<file path="config.mk">
export PLATFORM = sky130hd
export DESIGN_NAME = spi_slave_sync
export DESIGN_NICKNAME = d
export VERILOG_FILES = /design/src/rtl/spi_slave_sync.sv
export SDC_FILE = /design/constraint.sdc
export NUM_CORES = 1
export LEC_CHECK = 0
export BUFFER_PORTS_ARGS = -buffer_cell sky130_fd_sc_hd__buf_2
export CORE_ASPECT_RATIO = 0.6
export CORE_UTILIZATION = 37
export CTS_CLUSTER_DIAMETER = 150
export DETAILED_ROUTE_END_ITERATION = 10
export GPL_ROUTABILITY_DRIVEN = 0
export HOLD_SLACK_MARGIN = 0.12
export PLACE_DENSITY = 0.62
export SLEW_MARGIN = 20
export SYNTH_ARGS = -nofsm -noshare
export SYNTH_HDL_FRONTEND = slang
export SYNTH_SLANG_ARGS = --single-unit
export TNS_END_PERCENT = 50
</file>
<file path="constraint.sdc">
create_clock -name clk -period 3.5 [get_ports clk]
set_clock_uncertainty 0.1 [all_clocks]
set_input_delay 0.35 -clock clk [delete_from_list [all_inputs] [get_ports clk]]
set_output_delay 0.35 -clock clk [all_outputs]
set_load 0.02 [all_outputs]
</file>
<file path="src/rtl/spi_slave_sync.sv">
// SPI slave with sclk/cs/mosi oversampled into the system clock domain.
// Optional MISO transmit path is built only when SPI_SLAVE_TX_EN is defined.
module spi_slave_sync #(
  parameter int unsigned WIDTH       = 8,
  parameter int unsigned CPOL        = 0,
  parameter int unsigned CPHA        = 0,
  parameter int unsigned MSB_FIRST   = 1,
  parameter int unsigned SYNC_STAGES = 2
) (
  input  logic             clk,
  input  logic             rst_n,
  input  logic             sclk,
  input  logic             cs,
  input  logic             mosi,
  output logic             miso,
  output logic [WIDTH-1:0] rx_data,
  output logic             rx_valid,
  output logic             rx_first,
  output logic             rx_abort,
  output logic             frame_end,
  input  logic [WIDTH-1:0] tx_data,
  output logic             tx_ack
);

  localparam int unsigned CntW    = $clog2(WIDTH);
  localparam logic        IdleLvl = (CPOL != 0);

  typedef enum logic [0:0] {StIdle, StActive} state_e;
  state_e state_q, state_d;

  logic [SYNC_STAGES-1:0] sclk_sync_q, cs_sync_q, mosi_sync_q;
  logic                   sclk_prev_q, cs_prev_q, armed_q;
  logic                   sclk_s, cs_s, mosi_s;
  logic                   lead_edge, trail_edge, sample_edge, shift_edge, cs_fall, cs_rise;
  logic                   active, start, stop, do_sample, do_shift;
  logic [CntW-1:0]        cnt_q, cnt_d;
  logic [WIDTH-1:0]       rx_shift_q, rx_shift_d;
  logic                   first_q, word_done;

  always_ff @(posedge clk or negedge rst_n) begin
    if (!rst_n) begin
      sclk_sync_q <= '0;
      cs_sync_q   <= '0;
      mosi_sync_q <= '0;
      sclk_prev_q <= 1'b0;
      cs_prev_q   <= 1'b0;
      armed_q     <= 1'b0;
    end else begin
      sclk_sync_q <= {sclk_sync_q[SYNC_STAGES-2:0], sclk};
      cs_sync_q   <= {cs_sync_q[SYNC_STAGES-2:0], cs};
      mosi_sync_q <= {mosi_sync_q[SYNC_STAGES-2:0], mosi};
      sclk_prev_q <= sclk_s;
      cs_prev_q   <= cs_s;
      armed_q     <= armed_q | cs_s;
    end
  end

  assign sclk_s      = sclk_sync_q[SYNC_STAGES-1];
  assign cs_s        = cs_sync_q[SYNC_STAGES-1];
  assign mosi_s      = mosi_sync_q[SYNC_STAGES-1];
  assign lead_edge   = (sclk_prev_q == IdleLvl) && (sclk_s != IdleLvl);
  assign trail_edge  = (sclk_prev_q != IdleLvl) && (sclk_s == IdleLvl);
  assign sample_edge = (CPHA == 0) ? lead_edge : trail_edge;
  assign shift_edge  = (CPHA == 0) ? trail_edge : lead_edge;
  assign cs_fall     = cs_prev_q & ~cs_s;
  assign cs_rise     = ~cs_prev_q & cs_s;

  always_ff @(posedge clk or negedge rst_n) begin
    if (!rst_n) state_q <= StIdle;
    else        state_q <= state_d;
  end

  always_comb begin
    state_d = state_q;
    unique case (state_q)
      StIdle:   if (cs_fall && armed_q) state_d = StActive;
      StActive: if (cs_rise)            state_d = StIdle;
      default:                          state_d = StIdle;
    endcase
  end

  // Sampling stays enabled in the cs-rise cycle so a completing word is not lost.
  always_comb begin
    active    = (state_q == StActive);
    start     = (state_q == StIdle) && cs_fall && armed_q;
    stop      = active && cs_rise;
    do_sample = active && sample_edge;
    do_shift  = active && shift_edge;
  end

  always_comb begin
    rx_shift_d = rx_shift_q;
    cnt_d      = cnt_q;
    word_done  = 1'b0;
    if (do_sample) begin
      if (MSB_FIRST != 0) rx_shift_d = {rx_shift_q[WIDTH-2:0], mosi_s};
      else                rx_shift_d = {mosi_s, rx_shift_q[WIDTH-1:1]};
      if (cnt_q == CntW'(WIDTH - 1)) begin
        cnt_d     = '0;
        word_done = 1'b1;
      end else begin
        cnt_d = cnt_q + 1'b1;
      end
    end
  end

  always_ff @(posedge clk or negedge rst_n) begin
    if (!rst_n) begin
      cnt_q      <= '0;
      rx_shift_q <= '0;
      first_q    <= 1'b0;
      rx_data    <= '0;
      rx_valid   <= 1'b0;
      rx_first   <= 1'b0;
      rx_abort   <= 1'b0;
      frame_end  <= 1'b0;
    end else begin
      rx_valid   <= 1'b0;
      rx_first   <= 1'b0;
      rx_abort   <= 1'b0;
      frame_end  <= 1'b0;
      cnt_q      <= cnt_d;
      rx_shift_q <= rx_shift_d;
      if (word_done) begin
        rx_data  <= rx_shift_d;
        rx_valid <= 1'b1;
        rx_first <= first_q;
        first_q  <= 1'b0;
      end
      if (start) begin
        cnt_q      <= '0;
        rx_shift_q <= '0;
        first_q    <= 1'b1;
      end
      if (stop) begin
        frame_end  <= 1'b1;
        rx_abort   <= (cnt_d != '0);
        cnt_q      <= '0;
        rx_shift_q <= '0;
      end
    end
  end

`ifdef SPI_SLAVE_TX_EN
  logic [WIDTH-1:0] tx_shift_q;
  logic             wrap_q, skip_q;

  // skip_q holds the preloaded first bit across the first leading edge when CPHA=1.
  always_ff @(posedge clk or negedge rst_n) begin
    if (!rst_n) begin
      tx_shift_q <= '0;
      tx_ack     <= 1'b0;
      wrap_q     <= 1'b0;
      skip_q     <= 1'b0;
    end else begin
      tx_ack <= 1'b0;
      if (start) begin
        tx_shift_q <= tx_data;
        tx_ack     <= 1'b1;
        wrap_q     <= 1'b0;
        skip_q     <= (CPHA != 0);
      end else if (do_shift) begin
        if (wrap_q) begin
          tx_shift_q <= tx_data;
          tx_ack     <= 1'b1;
          wrap_q     <= 1'b0;
        end else if (skip_q) begin
          skip_q <= 1'b0;
        end else if (MSB_FIRST != 0) begin
          tx_shift_q <= {tx_shift_q[WIDTH-2:0], 1'b0};
        end else begin
          tx_shift_q <= {1'b0, tx_shift_q[WIDTH-1:1]};
        end
      end
      if (word_done) wrap_q <= 1'b1;
    end
  end

  assign miso = active && ((MSB_FIRST != 0) ? tx_shift_q[WIDTH-1] : tx_shift_q[0]);
`else
  logic unused_tx;
  assign unused_tx = ^tx_data;
  assign miso      = 1'b0;
  assign tx_ack    = 1'b0;
`endif

endmodule

</file>
==> metrics.csv <==
stage;metric;value;unit
run_status;outcome;complete, no violations;
sta;Final WS setup;1.75;ns
grt;All-Layer GR Usage;13.2;%
cells_and_area;area grow syn2layout;18.1;%
clock_network;CTS H-tree lvls;2;
sta;unrepaired setup endpoints after global routing;false;
critical_path;terminus of the critical flop-to-flop path;rx_data[6]$_DFFE_PN0P_;
critical_path;R2R Setup Slk;1.75;ns
power;worst vdd ir;215;uV
clock_network;clk root buf;clkbuf_8;
sta;Worst-Margin Slew;0.791;ns
sta;clock period minus worst slack;1.75;ns
routing;Post-DRT Antenna Nets;0;
critical_path;critical path data arrival time;1.81;ns
power;Power Density;489;mW/mm^2
grt;antenna violations before repair;0;
sta;Rel. slew slack;47.0;%
clock_network;setup bufs post-CTS;0;
critical_path;Worst path depth;3;
cells_and_area;Final Util;45.8;%
routing;vias per cell;4.52;
critical_path;CP Class;reg -> reg;
sta;fin crit share;50.1;%
sta;worst hold slack;0.250;ns
sta;Finish-stage setup viols;0;
critical_path;sum of buffers and inverters on the critical path;0;
sta;fmax;0.570;GHz
die;die height;47.3;um
critical_path;CP Launch Type;flip-flop;
min_path;Hold Path Sink;mosi_sync_q[1]$_DFF_PN0_;
grt;met1 usage;16.8;%
grt;first-pass GRT wire length;3460;um
synth;ys async rst share;100;%
routing;Post-Route WL;2090;um
cells_and_area;Final nets;136;
critical_path;crit-path cells;and3b_1 > nand2_8 > mux2_4;
synth;Synth Instances;99;
routing;via count;750;
synth;most common cell in the netlist;dfrtp_1;
clock_network;CTS tree;yes;
clock_network;clk_lat worst skew;0.27;ns
routing;DRC;0;
synth;Post-Syn Area;0.00127;mm^2
cells_and_area;multi-input logic area;399;um^2
synth;Yosys cell types;22;
power;Leakage;0.000764;uW
grt;largest net degree at the start of global routing;34;
cells_and_area;Filler cells;304;
cells_and_area;Non-Filler Instances;166;
min_path;WHS Path Cells;0;
min_path;worst hold path type;reg -> reg;
min_path;min-delay src;mosi_sync_q[0]$_DFF_PN0_;
cells_and_area;Ant. Diodes;0;
clock_network;CTS sink cnt;33;
synth;ys flop type;dfrtp_1;
clock_network;TritonCTS Buffers;5;
synth;#FFs+latches synth;33;
die;initial core utilization;38.8;%
critical_path;crit path capture type;flip-flop;
place;HPWL Detailed;1360;um
die;Ports;27;
grt;peak-usage layer in the global routing report;met2;
grt;number of global-route vias before repair;740;
clock_network;Worst-path clk slew;0.06;ns
cells_and_area;Seq. cell area;826;um^2
critical_path;Worst Path Required;3.56;ns
synth;sequential fraction of the synthesis area;65.2;%
cells_and_area;share of cells above drive strength 1;27.3;%
synth;Synth area leaders;dfrtp_1 (65%), mux2_4 (9.5%), nand2_1 (6.5%);
critical_path;Worst R2R Start;active$_DFF_PN0_;
synth;synth warn;0;
die;Core Region;0.00326;mm^2
grt;met3 Usage GRT;5.44;%
die;Die ar.;0.00367;mm^2
routing;drt first pass iters;3;
synth;post-synth top area share;65.2;%
synth;most instantiated cells after synthesis;dfrtp_1 (33), nand2_1 (22), a21oi_1 (11), mux2_4 (8), buf_4 (3);
critical_path;Max FO, Critical Path;13;
place;dpl cells;155;
place;PortBufs;16;
die;Chip Width;77.5;um
grt;gr ovfl total;0;
run;Max-Cap Viols;0;
routing;Wirelength per Cell;12.6;um
critical_path;slowest stage cell, crit path;and3b_1;
critical_path;delay-heaviest family, CP;simple AND/OR/NAND/NOR gates;
grt;met2 Use GR;19.8;%
synth;Post-synth EDFFs;0;
sta;setup TNS;0;ns
die;row count;16;
sta;max-slew violation count;0;
sta;Fin. Hold Viols;0;
clock_network;clock tree buffer depth;2;
routing;Detailed Route Iter0 Violations;38;
critical_path;max incr delay on CP;0.58;ns
synth;Syn Area/Cell;12.8;um^2
synth;area leader, netlist;dfrtp_1;
critical_path;Reg2Reg Depth;3;
place;Place WS;1.73;ns
==> repair_timing <==
| item | 4_1_cts | 5_1_grt |
|---|---|---|
| endpoints found under the hold margin | 36 | 0 |
| endpoints found under the setup margin | 0 | 0 |
| hold buffers | 4 | 0 |
| resized for setup | 0 | 0 |
==> cell usage in the layout, fill, tap and decap left out <==
| cell type | synthesis | final |
|---|---|---|
| mux2_4 | 8 | 8 |
| nor3_1 | 1 | 1 |
| buf_2 | 1 | 16 |
| or2_2 | 1 | 1 |
| nor4_1 | 2 | 2 |
| nand3b_1 | 2 | 2 |
| dlygate4sd3_1 | 0 | 4 |
| conb_1 | 1 | 2 |
| nand2_1 | 22 | 22 |
| nand2_8 | 1 | 1 |
| dfrtp_1 | 33 | 33 |
| ha_1 | 2 | 2 |
| a21oi_1 | 11 | 11 |
| o31ai_2 | 0 | 1 |
| and3b_1 | 1 | 1 |
| o21ai_0 | 1 | 1 |
| clkbuf_8 | 0 | 6 |
| clkbuf_1 | 1 | 1 |
| nor2_1 | 2 | 2 |
| inv_1 | 2 | 2 |
| a32o_1 | 1 | 1 |
| and3_1 | 1 | 1 |
==> layer usage <==
| layer | share of wire, % | wire length, um | vias to the layer above |
|---|---|---|---|
| met1 | 52 | 1080 | 359 |
| met2 | 43 | 909 | 18 |
| met3 | 5.0 | 104 | 0 |
| met4 | 0 | 0 | 0 |
| met5 | 0 | 0 | - |
| li1 | - | - | 373 |
==> report_power, final <==
part,internal (uW),total (uW),leakage (uW),switching (uW)
sequential,396,409,0.000427,12.6
combinational,17.0,48.3,0.000293,31.4
clock,156,275,0.0000443,119
==> metrics by stage <==
step / total power (uW) / cell area, um^2
floorplan: 445 / 1270
CTS: 748 / 1500
global route: 774 / 1500
global placement: 457 / 1360
detailed placement: 461 / 1370
finish: 732 / 1500
==> cell families after synthesis <==
logic type | Yosys count | synth area share, %
fa+ha+maj | 2 | 1.98
simple gates | 33 | 12.9
compound gates | 14 | 6.13
other cells | 1 | 0.296
buf+inv | 8 | 3.95
mux | 8 | 9.49
flops | 33 | 65.2
==> sequential cells by signal (all words and copies together), names as in the netlist <==
name         cells
active           1
armed_q          1
cnt_q            3
cs_prev_q        1
cs_sync_q        2
first_q          1
frame_end        1
mosi_sync_q      2
rx_abort         1
rx_data          8
rx_first         1
rx_shift_q       7
rx_valid         1
sclk_prev_q      1
sclk_sync_q      2
==> final cells by class <==
class	count	area share, %
Sequential cell	33	55.2
Multi-Input combinational cell	59	26.7
Timing Repair Buffer	20	8.03
Inverter	2	0.502
Tap cell	45	3.77
Clock buffer	7	5.77
==> worst reg2reg max path: cells and delay by family, from the launching register on <==
kind	cells	cell delay (ns)
DFF	1	0.45
and+or+nand+nor	2	0.75
muxes	1	0.33
==> how the worst max path moves through the flow <==
| stage | startpoint | endpoint | slack (ns) |
|---|---|---|---|
| after floorplan | cnt_q[0]$_DFF_PN0_ | rx_data[0]$_DFFE_PN0P_ | 2.02 |
| after global placement | active$_DFF_PN0_ | rx_shift_q[0]$_DFF_PN0_ | 1.72 |
| after detailed placement | active$_DFF_PN0_ | rx_data[7]$_DFFE_PN0P_ | 1.73 |
| after CTS | active$_DFF_PN0_ | rx_data[6]$_DFFE_PN0P_ | 1.72 |
| after global routing | active$_DFF_PN0_ | rx_data[3]$_DFFE_PN0P_ | 1.61 |
| final | active$_DFF_PN0_ | rx_data[6]$_DFFE_PN0P_ | 1.75 |
(Power assumes the default switching activity.)
